`src/rtl/x1_ioctl_loader.sv`:
```
// rtl/x1_ioctl_loader.sv - buffers matching ioctl download bytes through a small FIFO into a dpram write port
// Keeps a per-load checksum and byte count; out-of-range or overflowing bytes are dropped and flagged.
module x1_ioctl_loader #(
  parameter logic [7:0] INDEX = 8'h00,
  parameter int         AW    = 12,
  parameter int         DEPTH = 4
) (
  input  logic          clk_sys,
  input  logic          reset_n,
  input  logic          ioctl_download,
  input  logic [7:0]    ioctl_index,
  input  logic          ioctl_wr,
  input  logic [24:0]   ioctl_addr,
  input  logic [7:0]    ioctl_dout,
  output logic          ioctl_wait,
  output logic          ram_req,
  input  logic          ram_gnt,
  output logic [AW-1:0] ram_addr,
  output logic [7:0]    ram_data,
  output logic          ram_wren,
  output logic          busy,
  output logic          done,
  output logic          range_err,
  output logic [7:0]    checksum,
  output logic [AW:0]   byte_count
);
  localparam int            PW       = $clog2(DEPTH);
  localparam int            CW       = PW + 1;
  localparam logic [CW-1:0] FULL     = CW'(DEPTH);
  localparam logic [CW-1:0] WAIT_LVL = CW'(DEPTH - 1);
  localparam logic [AW:0]   CNT_MAX  = {1'b1, {AW{1'b0}}};

  typedef enum logic [1:0] {S_IDLE, S_LOAD, S_DRAIN, S_DONE} state_t;

  state_t        r_state, w_state_nx;
  logic [AW+7:0] r_mem [DEPTH];
  logic [PW-1:0] r_wr_ptr, r_rd_ptr, w_rd_nx;
  logic [CW-1:0] r_count, r_live, w_count_nx, w_live_left;
  logic          r_dl_q, r_pend, r_ram_req, r_done, r_range_err;
  logic [AW-1:0] r_ram_addr;
  logic [7:0]    r_ram_data, r_checksum;
  logic [AW:0]   r_byte_count;
  logic          w_match, w_acc, w_inrange, w_full, w_push, w_err, w_pop;
  logic          w_rise, w_start, w_cur, w_active, w_req_nx;

  assign w_match     = ioctl_download && (ioctl_index == INDEX);
  assign w_acc       = w_match && ioctl_wr;
  assign w_inrange   = (ioctl_addr[24:AW] == '0);
  assign w_full      = (r_count == FULL);
  assign w_push      = w_acc && w_inrange && !w_full;
  assign w_err       = w_acc && (!w_inrange || w_full);
  assign w_pop       = r_ram_req && ram_gnt;
  assign w_rise      = w_match && !r_dl_q;
  assign w_start     = (r_state == S_IDLE) && (w_rise || r_pend);
  assign w_active    = (r_state == S_LOAD) || (r_state == S_DRAIN);
  // r_live counts only entries of the running load; a queued next file must not be written under it
  assign w_cur       = (r_state == S_LOAD) || ((r_state == S_DRAIN) && !r_pend && !w_rise);
  assign w_count_nx  = r_count + CW'(w_push) - CW'(w_pop);
  assign w_live_left = r_live - CW'(w_pop);
  assign w_req_nx    = w_active && (w_live_left != '0);
  assign w_rd_nx     = r_rd_ptr + PW'(w_pop);

  always_comb begin
    w_state_nx = r_state;
    case (r_state)
      S_IDLE:  if (w_start) w_state_nx = S_LOAD;
      S_LOAD:  if (!ioctl_download) w_state_nx = S_DRAIN;
      S_DRAIN: if ((r_live == '0) && !r_ram_req) w_state_nx = S_DONE;
      S_DONE:  w_state_nx = S_IDLE;
      default: w_state_nx = S_IDLE;
    endcase
  end

  always_ff @(posedge clk_sys) begin
    if (w_push) r_mem[r_wr_ptr] <= {ioctl_addr[AW-1:0], ioctl_dout};
  end

  always_ff @(posedge clk_sys or negedge reset_n) begin
    if (!reset_n) begin
      r_state      <= S_IDLE;
      r_dl_q       <= 1'b0;
      r_pend       <= 1'b0;
      r_wr_ptr     <= '0;
      r_rd_ptr     <= '0;
      r_count      <= '0;
      r_live       <= '0;
      r_ram_req    <= 1'b0;
      r_ram_addr   <= '0;
      r_ram_data   <= '0;
      r_done       <= 1'b0;
      r_range_err  <= 1'b0;
      r_checksum   <= '0;
      r_byte_count <= '0;
    end else begin
      r_state   <= w_state_nx;
      r_dl_q    <= ioctl_download;
      r_count   <= w_count_nx;
      r_rd_ptr  <= w_rd_nx;
      r_ram_req <= w_req_nx;
      if (w_push) r_wr_ptr <= r_wr_ptr + 1'b1;
      // head is reloaded only when a request follows, so it holds while the grant is low
      if (w_req_nx) begin
        r_ram_addr <= r_mem[w_rd_nx][AW+7:8];
        r_ram_data <= r_mem[w_rd_nx][7:0];
      end
      if (w_start) begin
        r_live       <= w_count_nx;
        r_pend       <= 1'b0;
        r_done       <= 1'b0;
        r_range_err  <= w_err;
        r_checksum   <= '0;
        r_byte_count <= '0;
      end else begin
        r_live <= r_live + CW'(w_push && w_cur) - CW'(w_pop);
        if (w_rise && ((r_state == S_DRAIN) || (r_state == S_DONE))) r_pend <= 1'b1;
        if (w_err) r_range_err <= 1'b1;
        if (r_state == S_DONE) r_done <= !r_range_err;
        if (w_pop) begin
          r_checksum <= r_checksum + r_ram_data;
          if (r_byte_count != CNT_MAX) r_byte_count <= r_byte_count + 1'b1;
        end
      end
    end
  end

  assign ioctl_wait = (r_count >= WAIT_LVL);
  assign ram_req    = r_ram_req;
  assign ram_wren   = r_ram_req && ram_gnt;
  assign ram_addr   = r_ram_addr;
  assign ram_data   = r_ram_data;
  assign busy       = (r_state != S_IDLE);
  assign done       = r_done;
  assign range_err  = r_range_err;
  assign checksum   = r_checksum;
  assign byte_count = r_byte_count;
endmodule

```
`config.mk`:
```
export PLATFORM = sky130hd
export DESIGN_NAME = x1_ioctl_loader
export DESIGN_NICKNAME = d
export VERILOG_FILES = /design/src/rtl/x1_ioctl_loader.sv
export SDC_FILE = /design/constraint.sdc
export NUM_CORES = 1
export LEC_CHECK = 0
export CORE_MARGIN = 1.5
export CORE_UTILIZATION = 30
export DETAILED_ROUTE_END_ITERATION = 12
export GPL_TIMING_DRIVEN = 0
export PLACE_DENSITY = 0.56
export SYNTH_ARGS = -nofsm -noshare
export SYNTH_HDL_FRONTEND = slang
export SYNTH_SLANG_ARGS = --single-unit
```
`constraint.sdc`:
```
create_clock -name clk_sys -period 3 [get_ports clk_sys]
set_input_delay 0.3 -clock clk_sys [delete_from_list [all_inputs] [get_ports clk_sys]]
set_output_delay 0.3 -clock clk_sys [all_outputs]
set_load 0.01 [all_outputs]
```
==> flow_summary_export.csv, run 1 <==
group,metric,value,unit
setup_path,slowest_stage,"mux4_2",
finish,layout_common_cells,"clkdlybuf4s50_1 (91), edfxtp_1 (80), dfrtp_1 (58), nand2_1 (26)",
setup_path,r2r_end,"ram_data[4]",
floorplanning,io_pins,93,
setup_path,critPathMaxFanout,10,
finish,diodes,0,
placement,globalplace.congestion,0.8136,
detailed_routing,ant_nets,0,
grt,first_global_vias,3729,
grt,antenna_found_initial,0,
pwr,peakVddDrop,556.0,µV
timing,max_freq,355.1,MHz
timing,hold_ws,-0.01247,ns
yosys,synth_warnings,0,
clock_network,htreeDepth,4,
yosys,ys_seq_area_frac,0.6531,
setup_path,cp.depth,6,
timing,slew-limit-headroom,0.2237,
clock_network,path_clk_slew,0.06,ns
timing,finClkSkew,0.01678,ns
finish,area_growth_syn_to_layout,32.02,%
setup_path,cp.arrival,3.11,ns
finish,fin_area,7790,µm²
run_status,status,"finished with violations",
worst_hold_path,hold_path.class,"in -> async",
setup_path,setup.worst_path.start,"ram_req",
placement,place_ws,-0.5190,ns
placement,portBuffers,92,
detailed_routing,post_drt_wl_per_cell,15.99,µm
grt,grt_pass1_wl,19.71,mm
finish,nFillCells,1847,
placement,postPlaceCellArea,7151,µm²
yosys,synth.distinct_cells,38,
grt,grt_use_total,0.1301,
setup_path,critPathMaxStageDelay,0.58,ns
clock_network,clk_latency,0.41,ns
grt,grt_max_degree,59,
grt,gr-total-overflow,0,
clock_network,cts_sinks,138,
finish,nNetsFinal,571,
detailed_routing,routed_wl,12.41,mm
flow_run,maxCapViolCount,0,
finish,drive_gt1_frac,0.1742,
floorplanning,num_rows,51,
setup_path,worstSetupStartpointType,"flip-flop",
setup_path,crit_required,3.29,ns
run_status,violations,"negative hold slack",
timing,final_hold_viol_count,34,
yosys,synth_edf_count,80,
finish,fin_cells,776,
clock_network,clockRootBuffer,"clkbuf_16",
finish,final_common_cell,"clkdlybuf4s50_1",
clock_network,clk_path_buf_depth,2,
timing,report.final.slew_viol_count,0,
setup_path,cp.buffers_inverters,2,
yosys,synthArstFlopShare,0.4203,
clock_network,cts_tree,"yes",
yosys,avgSynthCellArea,15.29,µm²
setup_path,cp_top_family,"multiplexers",
setup_path,crit_path_end,"ram_data[4]",
floorplanning,core,19400,µm²
detailed_routing,via_count,3520,
detailed_routing,vias_per_cell,4.536,
timing,fin_crit_sh,0.9388,
yosys,syn-num-nets,459,
timing,finalSetupViolCount,0,
finish,fin_util,0.4016,
detailed_routing,drtIter0Drc,133,
floorplanning,die_w,143.2,µm
setup_path,path_class,"reg -> reg",
timing,rsz0062_at_grt,"no",
setup_path,cp-end-kind,"flip-flop",
detailed_routing,remaining_drc_errors,0,
setup_path,r2r_slack,0.18,ns
clock_network,cts_buffers,17,
floorplanning,die_area,20520,µm²
placement,placedCellCount,743,
setup_path,rr_startpoint,"ram_req",
yosys,ys.flop_type,"edfxtp_1",
placement,dp.final_hpwl,8.036,mm
pwr,leakage,2.957,nW
detailed_routing,dr.pass1.iters,6,
timing,fin_tns_setup,0,ns
timing,worstMarginPinSlew,1.165,ns
setup_path,crit_path_cell_trace,"nand2_1, clkinvlp_4, ha_1, buf_2, mux4_2, mux2_2",
timing,fin_crit,2.816,ns
pwr,p_per_area,1001,nW/µm²
yosys,synth_seq_cells,138,
timing,worst_slack,0.1835,ns
yosys,syn_area,5901,µm²
yosys,synth_cells,386,
floorplanning,dieHeight,143.2,µm
setup_path,reg2regPathDepth,6,
floorplanning,start_util,0.3042,
[report_power, final]
part	total [mW]	switching [mW]	internal (mW)	leakage [nW]
sequential	2.64	0.293	2.34	1.42
combinational	2.99	1.34	1.66	1.24
clock	2.17	0.846	1.33	0.292
[final cells by class]
type	instances	area [µm²]	area share
Tap cell	265	331.6	0.04256
Clock inverter	15	187.7	0.02409
Buffer	9	45.04	0.005782
Inverter	22	86.33	0.01108
Timing Repair Buffer	94	933.4	0.1198
Clock buffer	17	425.4	0.05461
Sequential cell	138	3854	0.4947
Multi-Input combinational cell	216	1927	0.2474
[cells in the mapped netlist, types with 4 or more instances]
cell	n	share of area
mux4_2	20	0.076
dfrtp_1	58	0.25
and2_1	4	0.0042
edfxtp_1	80	0.41
o21ai_0	8	0.0068
nor3_1	7	0.0059
inv_1	22	0.014
a211oi_1	5	0.0064
mux2_2	21	0.040
nor2_1	24	0.015
buf_2	9	0.0076
ha_1	24	0.051
xor2_1	9	0.013
a21oi_1	13	0.011
xnor2_1	11	0.016
nand2_1	26	0.017
nand4_1	6	0.0064
[per-stage QoR]
stage | hold slack [ns] | power, mW
6_report | -0.01247 | 7.800
5_1_grt | 0.04965 | 8.305
4_1_cts | 0.01282 | 7.903
3_5_place_dp | 0.4626 | 5.692
3_3_place_gp | 0.4913 | 5.629
2_1_floorplan | 0.004409 | 4.579
[flip-flops by register name, indices dropped and copies added, names as in the netlist, 2 cells and up]
name,cells
ram_addr,12
checksum,8
byte_count,13
r_live,3
ram_data,8
r_count,3
r_state,2
r_mem,80
r_rd_ptr,2
r_wr_ptr,2
[repair_timing]
item | in CTS | in global routing
buffers inserted | 0 | 2
endpoints found under the setup margin | 21 | 21
hold buffers | 0 | 0
gates resized for setup | 0 | 3
[worst min-delay path by stage]
stage | slack [ns] | from | endpoint
2_1_floorplan | 0.004 | reset_n | byte_count[0]
3_3_place_gp | 0.49 | r_rd_ptr[0] | r_rd_ptr[0]
5_1_grt | 0.05 | reset_n | byte_count[1]
4_1_cts | 0.01 | reset_n | byte_count[1]
6_report | -0.01 | reset_n | byte_count[1]
3_5_place_dp | 0.46 | reset_n | byte_count[1]
[logic make-up (layout without fill, tap and decap cells)]
family,count (synthesis),after routing,share of synthesized area
AO/OA/AOI/OAI,39,39,0.04241
buffers and inverters,32,157,0.02226
AND/OR/NAND/NOR,86,86,0.06998
adder cells (fa/ha/maj),27,27,0.06107
XOR/XNOR,20,20,0.02969
flip-flops,138,138,0.6531
multiplexers,44,44,0.1215
[metal layers]
layer	share of wire	global-route usage	routed length, µm	vias to the layer above
li1	-	-	-	1660
met1	0.44	0.1589	5411	1763
met2	0.50	0.2184	6214	84
met3	0.050	0.03890	619	13
met4	0.013	0.04672	166	0
met5	0	0	0	-
Note: power is estimated with default switching activity, not from simulation.
==> run 2: changes to the inputs <==
--- a/config.mk
+++ b/config.mk
@@ -10,6 +10,7 @@
 export DETAILED_ROUTE_END_ITERATION = 12
 export GPL_TIMING_DRIVEN = 0
 export PLACE_DENSITY = 0.56
+export SKIP_CTS_REPAIR_TIMING = 1
 export SYNTH_ARGS = -nofsm -noshare
 export SYNTH_HDL_FRONTEND = slang
 export SYNTH_SLANG_ARGS = --single-unit
==> run 2 against run 1 <==
Total power is essentially flat. Clock skew grew 0.00070 ns. Largest cell class unchanged. Cell area is the same. Count of clock-buffer cells in the layout is the same. The run still ends with negative hold slack left.
==> flow_summary_export.csv, run 2 (same netlist as run 1, synthesis figures left out) <==
group,metric,value,unit
run_status,status,"finished with violations",
run_status,violations,"negative hold slack",
placement,dp.final_hpwl,8.036,mm
pwr,clkPwrFrac,0.278,
pwr,seqPwrFrac,0.338,
setup_path,worstSetupStartpointType,"flip-flop",
finish,top_register,"r_mem",
detailed_routing,ant_nets,0,
flow_run,maxCapViolCount,0,
pwr,p_int,5.327,mW
setup_path,path_class,"reg -> reg",
finish,drive_gt1_frac,0.1742,
grt,grt_use_total,0.1301,
detailed_routing,dr.pass1.iters,4,
finish,diodes,0,
timing,max_freq,360.6,MHz
clock_network,cts_sinks,138,
timing,fin_crit,2.773,ns
placement,placedCellCount,743,
grt,grt_pass1_wl,19.71,mm
setup_path,critPathMaxFanout,10,
floorplanning,die_area,20520,µm²
clock_network,clk_path_buf_depth,2,
grt,gr-total-overflow,0,
timing,rsz0062_at_grt,"no",
clock_network,htreeDepth,4,
clock_network,cts_tree,"yes",
detailed_routing,post_drt_wl_per_cell,16.00,µm
detailed_routing,vias_per_cell,4.530,
timing,report.final.slew_viol_count,0,
clock_network,cts_buffers,17,
detailed_routing,via_count,3515,
detailed_routing,drtIter0Drc,137,
setup_path,crit_required,3.29,ns
finish,layout_common_cells,"clkdlybuf4s50_1 (91), edfxtp_1 (80), dfrtp_1 (58), nand2_1 (26)",
timing,final_hold_viol_count,16,
timing,slew-limit-headroom,0.2186,
detailed_routing,routed_wl,12.42,mm
placement,place_ws,-0.5190,ns
setup_path,cp.arrival,3.07,ns
finish,fin_area,7790,µm²
clock_network,clockRootBuffer,"clkbuf_16",
floorplanning,die_w,143.2,µm
finish,area_growth_syn_to_layout,32.02,%
clock_network,path_clk_slew,0.06,ns
timing,finClkSkew,0.01748,ns
timing,finalSetupViolCount,0,
floorplanning,io_pins,93,
floorplanning,start_util,0.3042,
timing,fin_tns_setup,0,ns
timing,worst_slack,0.2267,ns
finish,fin_cells,776,
placement,globalplace.congestion,0.8136,
grt,grt_max_degree,59,
worst_hold_path,hold_path.class,"in -> async",
finish,largest_reg_flops,80,
pwr,p_switching,2.472,mW
clock_network,clk_latency,0.41,ns
floorplanning,core,19400,µm²
pwr,power_frac_comb,0.384,
timing,fin_crit_sh,0.9244,
floorplanning,num_rows,51,
pwr,sw_frac_of_total,0.3170,
pwr,leakage,2.957,nW
finish,nNetsFinal,571,
placement,portBuffers,92,
timing,hold_ws,-0.009528,ns
placement,postPlaceCellArea,7151,µm²
timing,worstMarginPinSlew,1.172,ns
detailed_routing,remaining_drc_errors,0,
pwr,p_per_area,1001,nW/µm²
pwr,peakVddDrop,558.3,µV
setup_path,cp-end-kind,"flip-flop",
finish,final_common_cell,"clkdlybuf4s50_1",
floorplanning,dieHeight,143.2,µm
grt,antenna_found_initial,0,
grt,first_global_vias,3722,
-- run 2: area by class of cell --
class	count	area [µm²]
fillers	1848	11610
flip-flops and latches	138	3854
multi-input cells	216	1927
repair buffers	94	933.4
clock buffers	17	425.4
well taps	265	331.6
clock inverters	15	187.7
inverters	22	86.33
plain buffers	9	45.04
-- run 2: metrics by stage --
stage / power [mW] / util / hold WS, ns
finish: 7.799 / 0.4016 / -0.009528
detailed placement: 5.692 / 0.3686 / 0.4626
CTS: 7.905 / 0.4002 / 0.01282
floorplan: 4.579 / - / 0.004409
global placement: 5.629 / 0.3687 / 0.4913
global route: 8.306 / 0.4016 / 0.04965
-- run 2: path summary, 6_finish.rpt --
check	endpoint	slack (ns)	start	depth (start not counted)
max	ram_data[4]	0.23	ram_req	6
min	byte_count[1]	-0.01	reset_n	1
max reg2reg	ram_data[4]	0.23	ram_req	6
min reg2reg	ram_addr[6]	0.51	ram_addr[6]	1
max in group asynchronous	r_count[1]	2.49	reset_n	1
min in group clk_sys	r_dl_q	0.45	ioctl_download	1
-- run 2: layer usage --
metal	share of wire	vias to the layer above	GRT usage
li1	-	1659	-
met1	0.43	1754	0.1597
met2	0.50	89	0.2174
met3	0.053	13	0.03890
met4	0.013	0	0.04672
met5	0	-	0
-- run 2: power groups by stage --
stage	logic (mW)	clock network [mW]	registers (mW)
after floorplan	1.88	0	2.70
after global placement	2.96	0	2.67
after detailed placement	3.02	0	2.68
after CTS	3.02	2.24	2.64
after global routing	3.31	2.31	2.69
final	2.99	2.17	2.64
-- run 2: critical path, cell delays in order, from the launching register on --
cell        delay, ns
dfrtp_1          0.45
nand2_1          0.39
clkinvlp_4       0.26
ha_1             0.36
buf_2            0.34
mux4_2           0.58
mux2_2           0.27
==> run 3: changes to the inputs <==
--- a/config.mk
+++ b/config.mk
@@ -11,6 +11,7 @@
 export GPL_TIMING_DRIVEN = 0
 export PLACE_DENSITY = 0.56
 export SKIP_CTS_REPAIR_TIMING = 1
+export SKIP_LAST_GASP = 1
 export SYNTH_ARGS = -nofsm -noshare
 export SYNTH_HDL_FRONTEND = slang
 export SYNTH_SLANG_ARGS = --single-unit
==> results of run 3 <==
Final layout, timing and power as in run 2 (identical DEF).
